[config.mk]
export PLATFORM = sky130hd
export DESIGN_NAME = bp_fe_queue_rolly_ctrl
export DESIGN_NICKNAME = d
export VERILOG_FILES = /design/src/rtl/bp_fe_queue_rolly_ctrl.sv
export SDC_FILE = /design/constraint.sdc
export NUM_CORES = 1
export LEC_CHECK = 0
export ABC_AREA = 1
export BUFFER_PORTS_ARGS = -buffer_cell sky130_fd_sc_hd__buf_2
export CAP_MARGIN = 20
export CORE_MARGIN = 8
export CORE_UTILIZATION = 44
export CTS_CLUSTER_DIAMETER = 80
export CTS_CLUSTER_SIZE = 25
export DETAILED_ROUTE_END_ITERATION = 8
export GPL_TIMING_DRIVEN = 1
export PLACE_DENSITY = 0.85
export SETUP_SLACK_MARGIN = 0.15
export SKIP_CTS_REPAIR_TIMING = 1
export SYNTH_ARGS = -nofsm -noshare
export SYNTH_HDL_FRONTEND = slang
export SYNTH_SLANG_ARGS = --single-unit
[constraint.sdc]
create_clock -name clk_i -period 3.7 [get_ports clk_i]
set_input_delay 0.37 -clock clk_i [delete_from_list [all_inputs] [get_ports clk_i]]
set_output_delay 0.37 -clock clk_i [all_outputs]
set_load 0.01 [all_outputs]
[src/rtl/bp_fe_queue_rolly_ctrl.sv]
// Sequencer for the rollback-capable FE->BE queue: turns issue/commit/replay/flush events into
// yumi/deq/roll/clr strobes. Optional perf counters are built when BP_ROLLY_CTRL_PERF_EN is defined.
module bp_fe_queue_rolly_ctrl #(
  parameter int fifo_els_p   = 8,
  parameter int perf_width_p = 16,
  localparam int cnt_width_lp = $clog2(fifo_els_p+1)
) (
  input  logic                      clk_i,
  input  logic                      reset_n_i,
  input  logic                      fifo_v_i,
  input  logic                      issue_ready_i,
  input  logic                      commit_v_i,
  input  logic                      replay_v_i,
  input  logic                      redirect_v_i,
  input  logic                      flush_v_i,
  output logic                      fifo_yumi_o,
  output logic                      fifo_deq_o,
  output logic                      fifo_roll_o,
  output logic                      fifo_clr_o,
  output logic                      issue_v_o,
  output logic                      busy_o,
  output logic [cnt_width_lp-1:0]   inflight_o,
  output logic                      err_o,
  output logic [3*perf_width_p-1:0] perf_o,
  output logic [1:0]                state_o
);

  typedef enum logic [1:0] {
    S_RUN        = 2'd0,
    S_FLUSH_ROLL = 2'd1,
    S_FLUSH_CLR  = 2'd2
  } state_e;

  localparam logic [cnt_width_lp-1:0] full_lp = cnt_width_lp'(fifo_els_p);

  // Handshake: every strobe is a single-cycle pulse computed combinationally from the registered
  // state and this cycle's inputs; the queue acts on it at the next clock edge, no back-pressure.

  state_e                  state_r, state_n;
  logic                    armed_r;
  logic [cnt_width_lp-1:0] inflight_r, inflight_n;
  logic                    err_r;
  logic                    yumi, deq, roll, clr, err_set;

  always_ff @(posedge clk_i or negedge reset_n_i) begin
    if (!reset_n_i) begin
      state_r    <= S_RUN;
      armed_r    <= 1'b0;
      inflight_r <= '0;
      err_r      <= 1'b0;
    end else begin
      state_r    <= state_n;
      armed_r    <= 1'b1;
      inflight_r <= inflight_n;
      err_r      <= err_r | err_set;
    end
  end

  // armed_r holds every strobe low for the first cycle after reset release.
  always_comb begin
    state_n    = state_r;
    inflight_n = inflight_r;
    yumi       = 1'b0;
    deq        = 1'b0;
    roll       = 1'b0;
    clr        = 1'b0;
    err_set    = 1'b0;
    if (armed_r) begin
      deq     = commit_v_i & (inflight_r != '0);
      err_set = commit_v_i & (inflight_r == '0);
      case (state_r)
        S_RUN: begin
          if (flush_v_i) begin
            roll    = 1'b1;
            state_n = S_FLUSH_ROLL;
          end else if (replay_v_i) begin
            roll = 1'b1;
          end else if (redirect_v_i) begin
            clr = 1'b1;
          end
          yumi = fifo_v_i & issue_ready_i & (inflight_r != full_lp) & ~roll;
        end
        S_FLUSH_ROLL: begin
          clr     = 1'b1;
          state_n = S_FLUSH_CLR;
        end
        S_FLUSH_CLR: state_n = S_RUN;
        default:     state_n = S_RUN;
      endcase
      // A roll moves the checkpoint too, so any same-cycle deq is absorbed by the reset to zero.
      if (roll || (state_r == S_FLUSH_ROLL)) begin
        inflight_n = '0;
      end else if (yumi && !deq) begin
        inflight_n = inflight_r + cnt_width_lp'(1);
      end else if (deq && !yumi) begin
        inflight_n = inflight_r - cnt_width_lp'(1);
      end
    end
  end

  assign fifo_yumi_o = yumi;
  assign issue_v_o   = yumi;
  assign fifo_deq_o  = deq;
  assign fifo_roll_o = roll;
  assign fifo_clr_o  = clr;
  assign busy_o      = (state_r != S_RUN);
  assign inflight_o  = inflight_r;
  assign err_o       = err_r;
  assign state_o     = state_r;

`ifdef BP_ROLLY_CTRL_PERF_EN
  logic [perf_width_p-1:0] stall_cnt_r, flush_cnt_r, roll_cnt_r;
  logic                    flush_enter, stall;

  assign flush_enter = (state_r == S_RUN) && (state_n == S_FLUSH_ROLL);
  assign stall       = armed_r & fifo_v_i & issue_ready_i & ~yumi;

  always_ff @(posedge clk_i or negedge reset_n_i) begin
    if (!reset_n_i) begin
      stall_cnt_r <= '0;
      flush_cnt_r <= '0;
      roll_cnt_r  <= '0;
    end else begin
      if (stall && (stall_cnt_r != '1))       stall_cnt_r <= stall_cnt_r + perf_width_p'(1);
      if (flush_enter && (flush_cnt_r != '1)) flush_cnt_r <= flush_cnt_r + perf_width_p'(1);
      if (roll && (roll_cnt_r != '1))         roll_cnt_r  <= roll_cnt_r + perf_width_p'(1);
    end
  end

  assign perf_o = {stall_cnt_r, flush_cnt_r, roll_cnt_r};
`else
  assign perf_o = '0;
`endif

endmodule

# Word level (Yosys, flattened, before mapping)
# Cells that the tools add are included.
# word_totals
ff_bits	8
latch_bits	0
mem_bits_rw	0
rom_bits	0
input_bits	8
out_inout_bits	61
wordCells	50
mem_count	0
# op_classes
n_addsub	2
multipliers	0
div	0
n_lt_le_gt_ge	0
n_eq_ne	3
shifts	0
mux	22
bitwise	7
reduce_logical	12
# op_table
operator	count
1-bit 2-to-1 mux	16
4-bit 2-to-1 mux	3
1-bit AND	5
4-bit by 1-bit adder with 4-bit output (second input constant)	1
4-bit zero test	1
4-bit inequality test (second input constant)	1
2-bit one-hot mux with 2 select lines	1
2-bit AND reduction	2
4-bit nonzero test	1
4-bit by 1-bit subtractor with 4-bit output (second input constant)	1
3-bit nonzero test	1
2-bit by 1-bit equality test with 1-bit output (second input constant)	1
1-bit logical AND	2
1-bit zero test	2
2-bit zero test	1
2-bit 2-to-1 mux	1
2-bit inequality test (second input constant)	1
1-bit one-hot mux with 2 select lines	1
2-bit nonzero test	1
1-bit logical OR	1
1-bit NOT	1
1-bit bitwise OR	1

# Longest topological paths before layout
# logic_depth
word_depth	13
depth_mapped	14

# Least setup slack after synthesis
# No wires, ideal clock.
# synth_timing
path_type	register -> register
startpoint	register state_r[0], in the netlist state_o[0]
endpoint	register inflight_r[3], in the netlist inflight_o[3]
t_arrival_ns	1.608
required_ns	3.583
slack_ns	1.975
stages_incl_launch_ff	12
n_path_buf	0
synth_period_minus_slack_ns	1.725
path_cell_list	dfrtp_1 -> inv_1 -> nand2_2 -> nor2_4 -> nand3_4 -> ha_1 -> nand2_1 -> nand3b_1 -> nand2_1 -> nand2_1 -> nand3_1 -> nand2_1
# synth_via
elab_chain_len	7
word_cells_on_any_way	14
# synth_rtl
element	line	rtl
from (decl)	39	state_e state_r, state_n;
from (signal assigned)	52	state_r <= state_n;
2-bit zero test	71	case (state_r)
1-bit 2-to-1 mux	71	
1-bit 2-to-1 mux	68	if (armed_r) begin
1-bit zero test	95	end else if (deq && !yumi) begin
1-bit logical AND	95	
3-bit nonzero test (no line)	-	
2-bit AND reduction (no line)	-	
to (signal assigned)	54	inflight_r <= inflight_n;
to (decl)	41	logic [cnt_width_lp-1:0] inflight_r, inflight_n;
# Parallel ways exist; a longest one is shown, timed or not. The select of a mux whose other input is x is not followed.
# A chain may end at the register's enable or synchronous reset.

# Worst setup path after layout
# layout_timing
startpoint	register inflight_r[1], in the netlist inflight_o[1]
endpoint	register inflight_r[3], in the netlist inflight_o[3]
# layout_via
elab_chain_len	9
word_cells_on_any_way	18
# layout_rtl
element	line	rtl
4-bit inequality test	81	yumi = fifo_v_i & issue_ready_i & (inflight_r != full_lp) & ~roll;
1-bit AND (2 in series)	81	
1-bit 2-to-1 mux	71	
1-bit 2-to-1 mux	68	
1-bit zero test	95	
1-bit logical AND	95	
3-bit nonzero test (no line)	-	
2-bit AND reduction (no line)	-	
# Parallel ways exist; a longest one is shown, timed or not. The select of a mux whose other input is x is not followed.

==> flow_metrics.env <==
export IMPL_status="finished, final reports clean"
export IMPL_detail_route_antenna_nets=0
export IMPL_async_flop_share_pct=100.0
export IMPL_yosys_warnings=0
export IMPL_synth_seq_area_share_pct=20.51
export IMPL_worst_slack_ns=1.876
export IMPL_first_pass_iters=3
export IMPL_h_tree_depth=1
export IMPL_crit_start="inflight_o[1]"
export IMPL_clk_latency_ns=0.24
export IMPL_diodes=0
export IMPL_core_area_um2=2148
export IMPL_ys_seq_elements=8
export IMPL_fin_nets=159
export IMPL_avgSynthCellArea_um2=7.746
export IMPL_r2r_setup_slack_ns=1.88
export IMPL_setup_tns_ns=0
export IMPL_io_pins=69
export IMPL_final_cells=175
export IMPL_synth_flop_cell="dfrtp_1"
export IMPL_reg2reg_from="inflight_o[1]"
export IMPL_grt_pass1_wl_um=2815
export IMPL_place_ws_ns=1.847
export IMPL_dieHeight_um=63.10
export IMPL_rows=17
export IMPL_path_clk_slew_ns=0.05
export IMPL_hpwl_um=1599
export IMPL_io_buffers=20
export IMPL_reg2reg_depth=11
export IMPL_syn_inst=126
export IMPL_finalHoldViolations=0
export IMPL_drv_slew=0
export IMPL_p_per_area_nw_per_um2=533.4
export IMPL_vias_per_cell=3.691
export IMPL_skew_ns=0.001442
export IMPL_drive_above_1_share_pct=27.21
export IMPL_fp_dieW_um=63.10
export IMPL_gp_congestion=0.7399
export IMPL_grt_max_degree=9
export IMPL_cts_tree="done"
export IMPL_fmax_mhz=548.2
export IMPL_cp_end_kind="flop"
export IMPL_p_leak_nw=0.5502
export IMPL_dieArea_um2=3981
export IMPL_grt_pass1_vias=662
export IMPL_setup_viol=0
export IMPL_multi_input_area_um2=526.8
export IMPL_critPathLaunchType="flop"
export IMPL_grt_overflow_total=0
export IMPL_irDropWorstVdd_uv=273.1
export IMPL_cts_root_buf="clkbuf_4"
export IMPL_rsz0062_at_grt="false"
export IMPL_grtUsageTotal_pct=8.336
export IMPL_fin_crit_ns=1.824
export IMPL_netlist_top_cell_by_area="buf_4"
export IMPL_cts_inserted_buffers=3
export IMPL_synthTopCellsByArea="buf_4 (38%), dfrtp_1 (21%), nand2_1 (5.8%), inv_1 (4.6%), nor2_4 (4.6%)"
export IMPL_syn_cell_area_um2=975.9
export IMPL_yosys_top_cells_count="buf_4 (49), nand2_1 (15), inv_1 (12), dfrtp_1 (8), nand3_1 (6)"
export IMPL_wl_um=1715
export IMPL_drt_iter0_markers=4
export IMPL_ys_types=25
export IMPL_fillers=244
export IMPL_area_growth_pct=-2.949
export IMPL_worst_ep_required_time_ns=3.83
export IMPL_start_util_pct=45.43
export IMPL_maxCapViolCount=0
export IMPL_routedWlPerCell_um=9.800
export IMPL_r2r_end="inflight_o[3]"
export IMPL_critPathMaxFanout=5
export IMPL_antenna_found_initial=0
export IMPL_yosysMostFrequentCell="buf_4"
export IMPL_clockBufferDepth=2
export IMPL_whs_ns=0.4196
export IMPL_hold_class="in2reg"
export IMPL_cts_sinks=8
export IMPL_yosysTopAreaCellShare_pct=37.69
export IMPL_synth_edf_count=0
export IMPL_cp_arrival_ns=1.95
export IMPL_vias=646
export IMPL_path_class="reg2reg"
export IMPL_placed_cells=171
export IMPL_setup_worst_path_end="inflight_o[3]"
export IMPL_drc=0
export IMPL_fin_crit_sh_pct=49.30
export IMPL_final_seq_area_um2=200.2
metal layers:
| layer | global-route usage (%) | part of all wire [%] | up-vias |
|---|---|---|---|
| met5 | 0 | 0 | - |
| met3 | 4.240 | 10 | 2 |
| li1 | - | - | 334 |
| met2 | 14.60 | 51 | 32 |
| met4 | 3.419 | 0.99 | 0 |
| met1 | 8.086 | 38 | 278 |
worst max-delay path, stage by stage (launching register included):
cell      delay, ns
dfrtp_1        0.45
nor2_4         0.16
nand2_2        0.09
nand2_4        0.09
nand3_4        0.11
ha_1           0.35
nand2_1        0.06
nand3b_1       0.17
nand2_1        0.08
nand2_1        0.05
nand3_1        0.06
nand2_1        0.06
final cells by class:
class	count	area share, %
inverter	14	5.548
multi-input combinational	101	55.61
sequential	8	21.14
clock buffer	3	2.378
tap	28	3.699
timing repair buffer	21	11.62
placed cells by master (no fill, tap or decap), types with 3 or more instances in the layout:
| master | instances |
|---|---|
| nand2_1 | 15 |
| inv_1 | 12 |
| nor2_1 | 3 |
| nand3_1 | 6 |
| o21ai_0 | 3 |
| buf_2 | 20 |
| conb_1 | 49 |
| nand2_2 | 4 |
| clkbuf_4 | 3 |
| dfrtp_1 | 8 |
| nor2_4 | 4 |
through the flow:
stage / util (%) / area [µm²] / total power, mW
floorplan: - / 1152 / 0.4090
global placement: 42.57 / 914.6 / 0.4430
detailed placement: 42.57 / 914.6 / 0.4477
CTS: 43.62 / 937.1 / 0.5133
global route: 44.09 / 947.2 / 0.5601
finish: 44.09 / 947.2 / 0.5052
worst min path at each step:
stage                     cells after the start       start             to
after floorplan                               0   reset_n_i        armed_r
after global placement                        1   reset_n_i  inflight_o[0]
after detailed placement                      1   reset_n_i  inflight_o[0]
after CTS                                     1   reset_n_i          err_o
after global routing                          3   flush_v_i     state_o[0]
final                                         3  commit_v_i          err_o
kinds of logic after synthesis:
family / synth area share, %
flip-flops: 20.51
other: 0.7695
AND/OR/NAND/NOR: 25.26
AO/OA/AOI/OAI: 5.514
XOR/XNOR: 1.795
buffers and inverters: 43.59
adder cells (fa/ha/maj): 2.564
registers in the layout, summed over array words and instances (netlist names):
signal,count
inflight_o,4
state_o,2
armed_r,1
err_o,1
power breakdown:
| part | switching (mW) | internal (mW) |
|---|---|---|
| combinational | 0.183 | 0.109 |
| clock | 0.0245 | 0.0368 |
| sequential | 0.0390 | 0.113 |
| total | 0.246 | 0.259 |
Note: power is estimated with default switching activity, not from simulation.
